[src/rtl/uart_tx_ctrl_if.sv]
// Pop-side link between the UART byte FIFO and the transmit controller.
// The controller is the master: it decides when to pop.
interface uart_tx_ctrl_if;
   logic       have_next;  // FIFO non-empty, registered (lags pointer moves)
   logic [7:0] data;       // FIFO head byte
   logic       next;       // single-cycle pop strobe

   modport master (
      input  have_next,
      input  data,
      output next
   );

   modport slave (
      output have_next,
      output data,
      input  next
   );
endinterface

[src/rtl/uart_tx_ctrl.sv]
// 8N1 UART transmit controller: pops bytes from the FIFO and serialises them
// LSB first onto tx_o, one start bit, eight data bits and one stop bit.
module uart_tx_ctrl #(
   parameter int unsigned ClkFreq  = 20_000_000,
   parameter int unsigned BaudRate = 115_200
) (
   input  logic           clk_i,
   input  logic           reset_i,
   input  logic           en_i,
   uart_tx_ctrl_if.master fifo,
   output logic           tx_o,
   output logic           busy_o
);

   localparam int unsigned Div  = ClkFreq / BaudRate;
   localparam int unsigned CntW = (Div > 1) ? $clog2(Div) : 1;
   localparam logic [CntW-1:0] CntMax = CntW'(Div - 1);

   if (Div < 2) begin : g_div_check
      $error("uart_tx_ctrl: ClkFreq/BaudRate must be at least 2");
   end

   typedef enum logic [1:0] {
      StIdle,
      StStart,
      StData,
      StStop
   } state_e;

   state_e          state_q, state_d;
   logic [CntW-1:0] cnt_q, cnt_d;
   logic [2:0]      bit_idx_q, bit_idx_d;
   logic [7:0]      shift_q, shift_d;
   logic [1:0]      guard_q, guard_d;
   logic            tx_q, tx_d;
   logic            busy_q, busy_d;
   logic            pop;
   logic            cnt_wrap;

   assign cnt_wrap = (cnt_q == CntMax);

   // Next-state, pop decision and registered-output preparation.
   always_comb begin
      state_d   = state_q;
      cnt_d     = cnt_q;
      bit_idx_d = bit_idx_q;
      shift_d   = shift_q;
      busy_d    = busy_q;
      pop       = 1'b0;
      // have_next is stale for two cycles after a pop; the guard masks that window
      guard_d   = (guard_q != 2'd0) ? guard_q - 2'd1 : guard_q;

      case (state_q)
         StIdle: begin
            cnt_d = '0;
            if (en_i && fifo.have_next && (guard_q == 2'd0)) begin
               pop       = 1'b1;
               shift_d   = fifo.data;
               guard_d   = 2'd2;
               bit_idx_d = 3'd0;
               busy_d    = 1'b1;
               state_d   = StStart;
            end
         end
         StStart: begin
            cnt_d = cnt_wrap ? '0 : cnt_q + 1'b1;
            if (cnt_wrap) begin
               bit_idx_d = 3'd0;
               state_d   = StData;
            end
         end
         StData: begin
            cnt_d = cnt_wrap ? '0 : cnt_q + 1'b1;
            if (cnt_wrap) begin
               shift_d   = {1'b0, shift_q[7:1]};
               bit_idx_d = bit_idx_q + 3'd1;
               if (bit_idx_q == 3'd7) begin
                  state_d = StStop;
               end
            end
         end
         StStop: begin
            cnt_d = cnt_wrap ? '0 : cnt_q + 1'b1;
            if (cnt_wrap) begin
               busy_d  = 1'b0;
               state_d = StIdle;
            end
         end
         default: begin
            cnt_d   = '0;
            busy_d  = 1'b0;
            state_d = StIdle;
         end
      endcase

      // Line level follows the state being entered so tx_o is glitch-free.
      case (state_d)
         StStart: tx_d = 1'b0;
         StData:  tx_d = shift_d[0];
         default: tx_d = 1'b1;
      endcase
   end

   // State and datapath registers with synchronous reset.
   always_ff @(posedge clk_i) begin
      if (reset_i) begin
         state_q   <= StIdle;
         cnt_q     <= '0;
         bit_idx_q <= 3'd0;
         shift_q   <= 8'h00;
         guard_q   <= 2'd2;
         tx_q      <= 1'b1;
         busy_q    <= 1'b0;
      end else begin
         state_q   <= state_d;
         cnt_q     <= cnt_d;
         bit_idx_q <= bit_idx_d;
         shift_q   <= shift_d;
         guard_q   <= guard_d;
         tx_q      <= tx_d;
         busy_q    <= busy_d;
      end
   end

   // Pop is suppressed while reset is held so no byte is lost to a reset.
   assign fifo.next = pop & ~reset_i;
   assign tx_o      = tx_q;
   assign busy_o    = busy_q;

endmodule

[src/flat_wrapper.sv]
// flat-port wrapper written by rule: the top's interface ports become plain ports
module uart_tx_ctrl_flat 
#(
   parameter int unsigned ClkFreq  = 20_000_000,
   parameter int unsigned BaudRate = 115_200
)
  (clk_i, reset_i, en_i, tx_o, busy_o, fifo_have_next, fifo_data, fifo_next);
  uart_tx_ctrl_if fifo_i ();
  input  logic clk_i;
  input  logic reset_i;
  input  logic en_i;
  output logic tx_o;
  output logic busy_o;
  input wire logic [$bits(fifo_i.have_next)-1:0] fifo_have_next;
  input wire logic [$bits(fifo_i.data)-1:0] fifo_data;
  output wire logic [$bits(fifo_i.next)-1:0] fifo_next;
  assign fifo_i.have_next = fifo_have_next;
  assign fifo_i.data = fifo_data;
  assign fifo_next = fifo_i.next;
  uart_tx_ctrl #(.ClkFreq(ClkFreq), .BaudRate(BaudRate)) u_core (.clk_i(clk_i), .reset_i(reset_i), .en_i(en_i), .fifo(fifo_i), .tx_o(tx_o), .busy_o(busy_o));
endmodule
[config.mk]
export PLATFORM = sky130hd
export DESIGN_NAME = uart_tx_ctrl_flat
export DESIGN_NICKNAME = d
export VERILOG_FILES = /design/src/rtl/uart_tx_ctrl_if.sv /design/src/rtl/uart_tx_ctrl.sv /design/src/flat_wrapper.sv
export SDC_FILE = /design/constraint.sdc
export NUM_CORES = 1
export LEC_CHECK = 0
export ABC_AREA = 1
export CORE_MARGIN = 3
export CORE_UTILIZATION = 51
export DETAILED_ROUTE_END_ITERATION = 16
export GPL_TIMING_DRIVEN = 0
export PLACE_DENSITY = 0.74
export SYNTH_ARGS = -nofsm -noshare
export SYNTH_HDL_FRONTEND = slang
export SYNTH_SLANG_ARGS = --single-unit
[constraint.sdc]
create_clock -name clk_i -period 2 [get_ports clk_i]
set_input_delay 0.6 -clock clk_i [delete_from_list [all_inputs] [get_ports clk_i]]
set_output_delay 0.6 -clock clk_i [all_outputs]
set_load 0.01 [all_outputs]
# After elaboration in Yosys (flattened, before gate mapping)
# Index checks and enable logic that the tools add are counted.
# Widths: inputs -> output; s select.
[totals]
register_bits = 25
inputBits = 12
output_inout_bits = 3
elab_cells = 60
[classes]
n_addsub = 3
eq_ne = 11
mux = 24
n_bitwise = 2
n_reduce_logical = 12
[op_table]
columns = ["operator", "n"]
rows = [
  ["$pmux 8 s2", 2],
  ["$mux 8", 3],
  ["$mux 2", 8],
  ["$mux 3", 3],
  ["$pmux 3 s3", 1],
  ["$add 8x1->8 const B", 1],
  ["$eq 8x8->1 const B", 1],
  ["$ne 2x1->1 const B", 4],
  ["$pmux 2 s4", 1],
  ["$eq 2x2->1 const B", 3],
  ["$reduce_and 3->1", 2],
  ["$reduce_bool 2->1", 3],
  ["$eq 2x1->1 const B", 2],
  ["$logic_not 2->1", 2],
  ["$mux 1", 4],
  ["$pmux 1 s2", 2],
  ["$reduce_and 4->1", 1],
  ["$add 3x1->3 const B", 1],
  ["$eq 3x3->1 const B", 1],
  ["$reduce_bool 3->1", 1],
  ["$reduce_or 3->1", 1],
  ["$logic_and 1x1->1", 2],
  ["$sub 2x1->2 const B", 1],
  ["$and 1x1->1", 1],
  ["$not 1->1", 1],
]

# Depth between registers and ports, before layout
# Gate-level depths: netlist (run 1).
[depth]
depth_word = 6
mapped_depth = 13
ltp_nobuf = 13

# Worst setup path before layout (run 1)
# Ideal clock, no wire load.
[synth_path]
path_type = "register -> output"
from = "reg u_core.state_q[1]"
to = "out fifo_next"
t_arrival_ns = 0.983
slack_ns = 0.417
stages_incl_launch_ff = 5
cell_sequence = "dfxtp_1 -> inv_1 -> ha_1 -> nand3_1 -> nor2_1"
[synth_between]
elab_chain_cells = 3
[synth_lines]
columns = ["element", "line", "source"]
rows = [
  ["start: declaration", "uart_tx_ctrl.sv:30", "state_e state_q, state_d;"],
  ["start signal: assignment", "uart_tx_ctrl.sv:107", "state_q <= StIdle;"],
  ["start signal: assignment", "uart_tx_ctrl.sv:115", "state_q <= state_d;"],
  ["$logic_not 2->1", "uart_tx_ctrl.sv:53", "case (state_q)"],
  ["$mux 1", "uart_tx_ctrl.sv:53", ""],
  ["$and 1x1->1", "uart_tx_ctrl.sv:126", "assign fifo.next = pop & ~reset_i;"],
  ["end: declaration", "flat_wrapper.sv:16", "output wire logic [$bits(fifo_i.next)-1:0] fifo_next;"],
]
# No other way between the ends.

# Final worst setup path (run 1)
# Same ends and word-level chain as after synthesis.

==> results of run 1 <==
[sequential cells by signal, indices dropped and copies added, names as in the netlist]
name / cells
u_core.bit_idx_q: 3
u_core.busy_o: 1
u_core.cnt_q: 8
u_core.guard_q: 2
u_core.shift_q: 8
u_core.state_q: 2
u_core.tx_o: 1
[worst max path at each step]
| stage | start | endpoint | slack (ns) |
|---|---|---|---|
| finish | u_core.state_q[1]$_SDFF_PP0_ | fifo_next | 0.13 |
| detailed placement | fifo_have_next | fifo_next | -0.58 |
| global placement | en_i | fifo_next | -0.56 |
| floorplan | u_core.state_q[1]$_SDFF_PP0_ | fifo_next | 0.42 |
| CTS | u_core.state_q[1]$_SDFF_PP0_ | fifo_next | 0.04 |
| global route | u_core.state_q[1]$_SDFF_PP0_ | fifo_next | 0.04 |
[cell type report]
type | instances | share of cell area [%]
inverter | 25 | 6.276
buffer | 4 | 1.982
tap | 28 | 2.312
sequential | 25 | 33.11
clock buffer | 4 | 1.734
timing repair buffer | 14 | 8.588
multi-input combinational | 123 | 46.00
[metrics by stage]
stage                     instances  power (mW)
after global routing            223      0.9396
after CTS                       223      0.8958
after floorplan                 177      0.6277
final                           223      0.8863
after global placement          218      0.6693
after detailed placement        218      0.6729
[logic make-up (layout without fill, tap and decap cells)]
kind of cell               count (synthesis)  after routing  share of synthesized area [%]
and+or+nand+nor                           80             80                          27.42
AOI/OAI and AO/OA                         32             32                          14.96
adders and majority gates                  8              8                          7.670
xor gates and xnor gates                   3              3                          2.014
DFF                                       25             25                          38.35
buffers and inverters                     29             47                          9.587
[Yosys cell counts]
master | instances | share of area (%)
clkinv_2 | 1 | 0.38
nor2_4 | 1 | 0.86
o21ai_0 | 5 | 1.9
clkinv_1 | 1 | 0.29
xnor2_1 | 2 | 1.3
a21oi_2 | 1 | 0.67
nor4_1 | 1 | 0.48
o21ai_2 | 1 | 0.67
inv_1 | 23 | 6.6
xor2_1 | 1 | 0.67
or2_2 | 1 | 0.48
clkbuf_1 | 2 | 0.58
o21ai_1 | 3 | 1.2
nand2_2 | 3 | 1.4
nand3b_1 | 1 | 0.58
nand4_1 | 1 | 0.48
buf_6 | 2 | 1.7
ha_1 | 8 | 7.7
o31ai_1 | 6 | 3.5
nor2_1 | 16 | 4.6
and3_1 | 1 | 0.48
a21oi_4 | 1 | 1.2
dfxtp_1 | 25 | 38
nand3_1 | 16 | 6.1
nor3b_1 | 1 | 0.58
a31oi_1 | 1 | 0.48
a21oi_1 | 14 | 5.4
nand2_1 | 35 | 10
nor2_2 | 1 | 0.48
nor3_1 | 2 | 0.77
[critical path, stage by stage (launching register included)]
cell	delay, ns
dfxtp_2	0.37
inv_2	0.09
ha_4	0.17
nand3_2	0.09
nor2_1	0.09
buf_2	0.13
[layer usage]
metal | vias to the layer above | track usage (%)
li1 | 614 | -
met1 | 518 | 21.02
met2 | 18 | 29.04
met3 | 2 | 5.057
met4 | 0 | 4.068
met5 | - | 0
[layout by cell type, fill, tap and decap left out, types with 3 or more instances in the layout]
| cell | n |
|---|---|
| nand2_1 | 35 |
| dfxtp_1 | 24 |
| inv_1 | 20 |
| nor2_1 | 16 |
| nand3_1 | 15 |
| a21oi_1 | 14 |
| clkdlybuf4s50_1 | 10 |
| ha_1 | 7 |
| o31ai_1 | 6 |
| o21ai_0 | 5 |
| inv_2 | 3 |
| clkbuf_1 | 3 |
| nand2_2 | 3 |
| o21ai_1 | 3 |
| clkbuf_4 | 3 |
[timing repair]
item / CTS / global route
setup buffers: 1 / 0
gates resized for setup: 10 / 3
setup endpoints to repair: 1 / 1
pin swaps: 1 / 0
[power groups by stage]
stage / registers (mW) / logic, mW / clock network, mW
after floorplan: 0.544 / 0.0839 / 0
after global placement: 0.543 / 0.126 / 0
after detailed placement: 0.544 / 0.129 / 0
after CTS: 0.533 / 0.132 / 0.231
after global routing: 0.536 / 0.152 / 0.252
final: 0.533 / 0.133 / 0.220
==> results by group, run 1 <==
Timing
  – Worst-margin pin slew: 0.4830 ns
  – Setup repair after global routing missed its margin: false
  – Final setup margin: 0.1310 ns
  – Finish-stage setup viols: 0
  – Fin Hold WS: 0.4536 ns
  – Clock Skews: 0.003588 ns
  – Max Freq: 535.0 MHz
  – Period utilization: 93.45%
  – Final hold viol count: 0
  – Total negative slack: 0 ns
  – Slew Viols, Final: 0
  – Final min period: 1.869 ns
  – Slew margin rel.: 67.50%

Synth
  – Mapped Area: 1305 sq um
  – Yosys warning count: 0
  – Synthesis-stage register bit count: 25
  – Synth unique cells: 30
  – Mapped Cells: 177
  – Post-synthesis sequential area ratio: 38.35%
  – Syn Area/Cell: 7.373 sq um
  – Net count of the mapped netlist: 197

Detailed routing
  – Post-route DRC: 0
  – Routed length on met1: 1211 microns
  – DR vias: 1,152
  – WL/cell: 11.32 microns
  – Router iterations before antenna repair: 4
  – Routed wl met2: 1196 microns
  – Final wirelength: 2524 microns
  – Antenna Violating Nets Remaining: 0
  – 1st-iter DRT viols: 31
  – Top Layer Used: met4
  – Vias per inst: 5.166
  – Metal3 WL: 100 microns

Worst setup path
  – Worst r2r path cells: 9
  – R2R Path Start: u_core.state_q[0]$_SDFF_PP0_
  – CP Launch Type: flip-flop
  – Arrival time worst endpoint: 1.27 ns
  – Setup Crit Path Kind: flip-flop to primary output
  – R2R setup slack: 0.25 ns
  – Worst R2R End: u_core.tx_o$_SDFF_PP1_
  – Crit end category: primary output
  – Max FO, Critical Path: 6
  – CP required: 1.40 ns

CTS
  – Clock-pin transition on the worst setup and hold timing paths: 0.13 ns
  – CTS tree: done
  – Cts bufs inserted: 3
  – Longest Clk Path Bufs: 2
  – Post-CTS Hold Buffers: 0
  – TritonCTS Sinks: 25
  – H-tree levels: 1
  – Root buffer cell: clkbuf_4
  – Worst skew pair latency: 0.31 ns

Cells and area
  – Register Area: 501.7 sq um
  – Antenna fix cells: 0
  – Area of the multi-input gates: 696.9 sq um
  – # nets final: 216
  – Utilization after layout: 65.35%
  – Layout cell share with drive strength beyond 1: 11.79%
  – Area grow syn2layout: 16.11%
  – Final Cell Area: 1515 sq um
  – Filler Cell Count: 198

Die
  – Total I/O pin count: 15
  – Row Count: 17
  – Die Y: 56.59 microns
  – Die width: 56.59 microns
  – Initial Utilization: 56.29%
  – Die area: 3202 sq um
  – Core area: 2318 sq um

Power and ir drop
  – Combinational share of power: 15.0%
  – Reg power frac: 60.2%
  – Clock power frac: 24.8%
  – Net Sw Power: 0.2255 mW
  – P_int: 0.6608 mW
  – Static leakage: 0.6360 nW
  – VDD IR max: 0.0006003 V
  – Net Sw Frac: 25.44%
  – Power Dens Cells: 584.9 nW/um^2

Placed design
  – Placed cell areas: 1470 sq um
  – GP Congestion: 0.8479
  – Place WS: -0.5800 ns
  – Port Buffers: 13
  – DP Wirelength: 1848 microns

Status
  – Run status: complete, no violations

Worst hold path
  – Worst hold start: u_core.guard_q[0]$_SDFF_PP0_
  – Worst min path class: flip-flop to flip-flop
  – Hold path endpoint: u_core.guard_q[0]$_SDFF_PP0_
  – Hold Path Stages: 1

Global route
  – First-pass GRT wire length: 4422 microns
  – Vias in the first global route: 1,058
  – Initial antenna violation count: 0
  – Total Routing Usage GR: 17.09%
  – Overflow after GRT: 0
  – Largest net degree at the start of global routing: 14

Flow run
  – Max cap viols: 0
No activity file was read; power rests on OpenSTA's default activity.
==> run 2, diff against run 1 <==
- SLEW_MARGIN: not set -> 15
==> results of run 2 <==
Same layout as run 1: the final DEF is identical, and so are final timing and power.
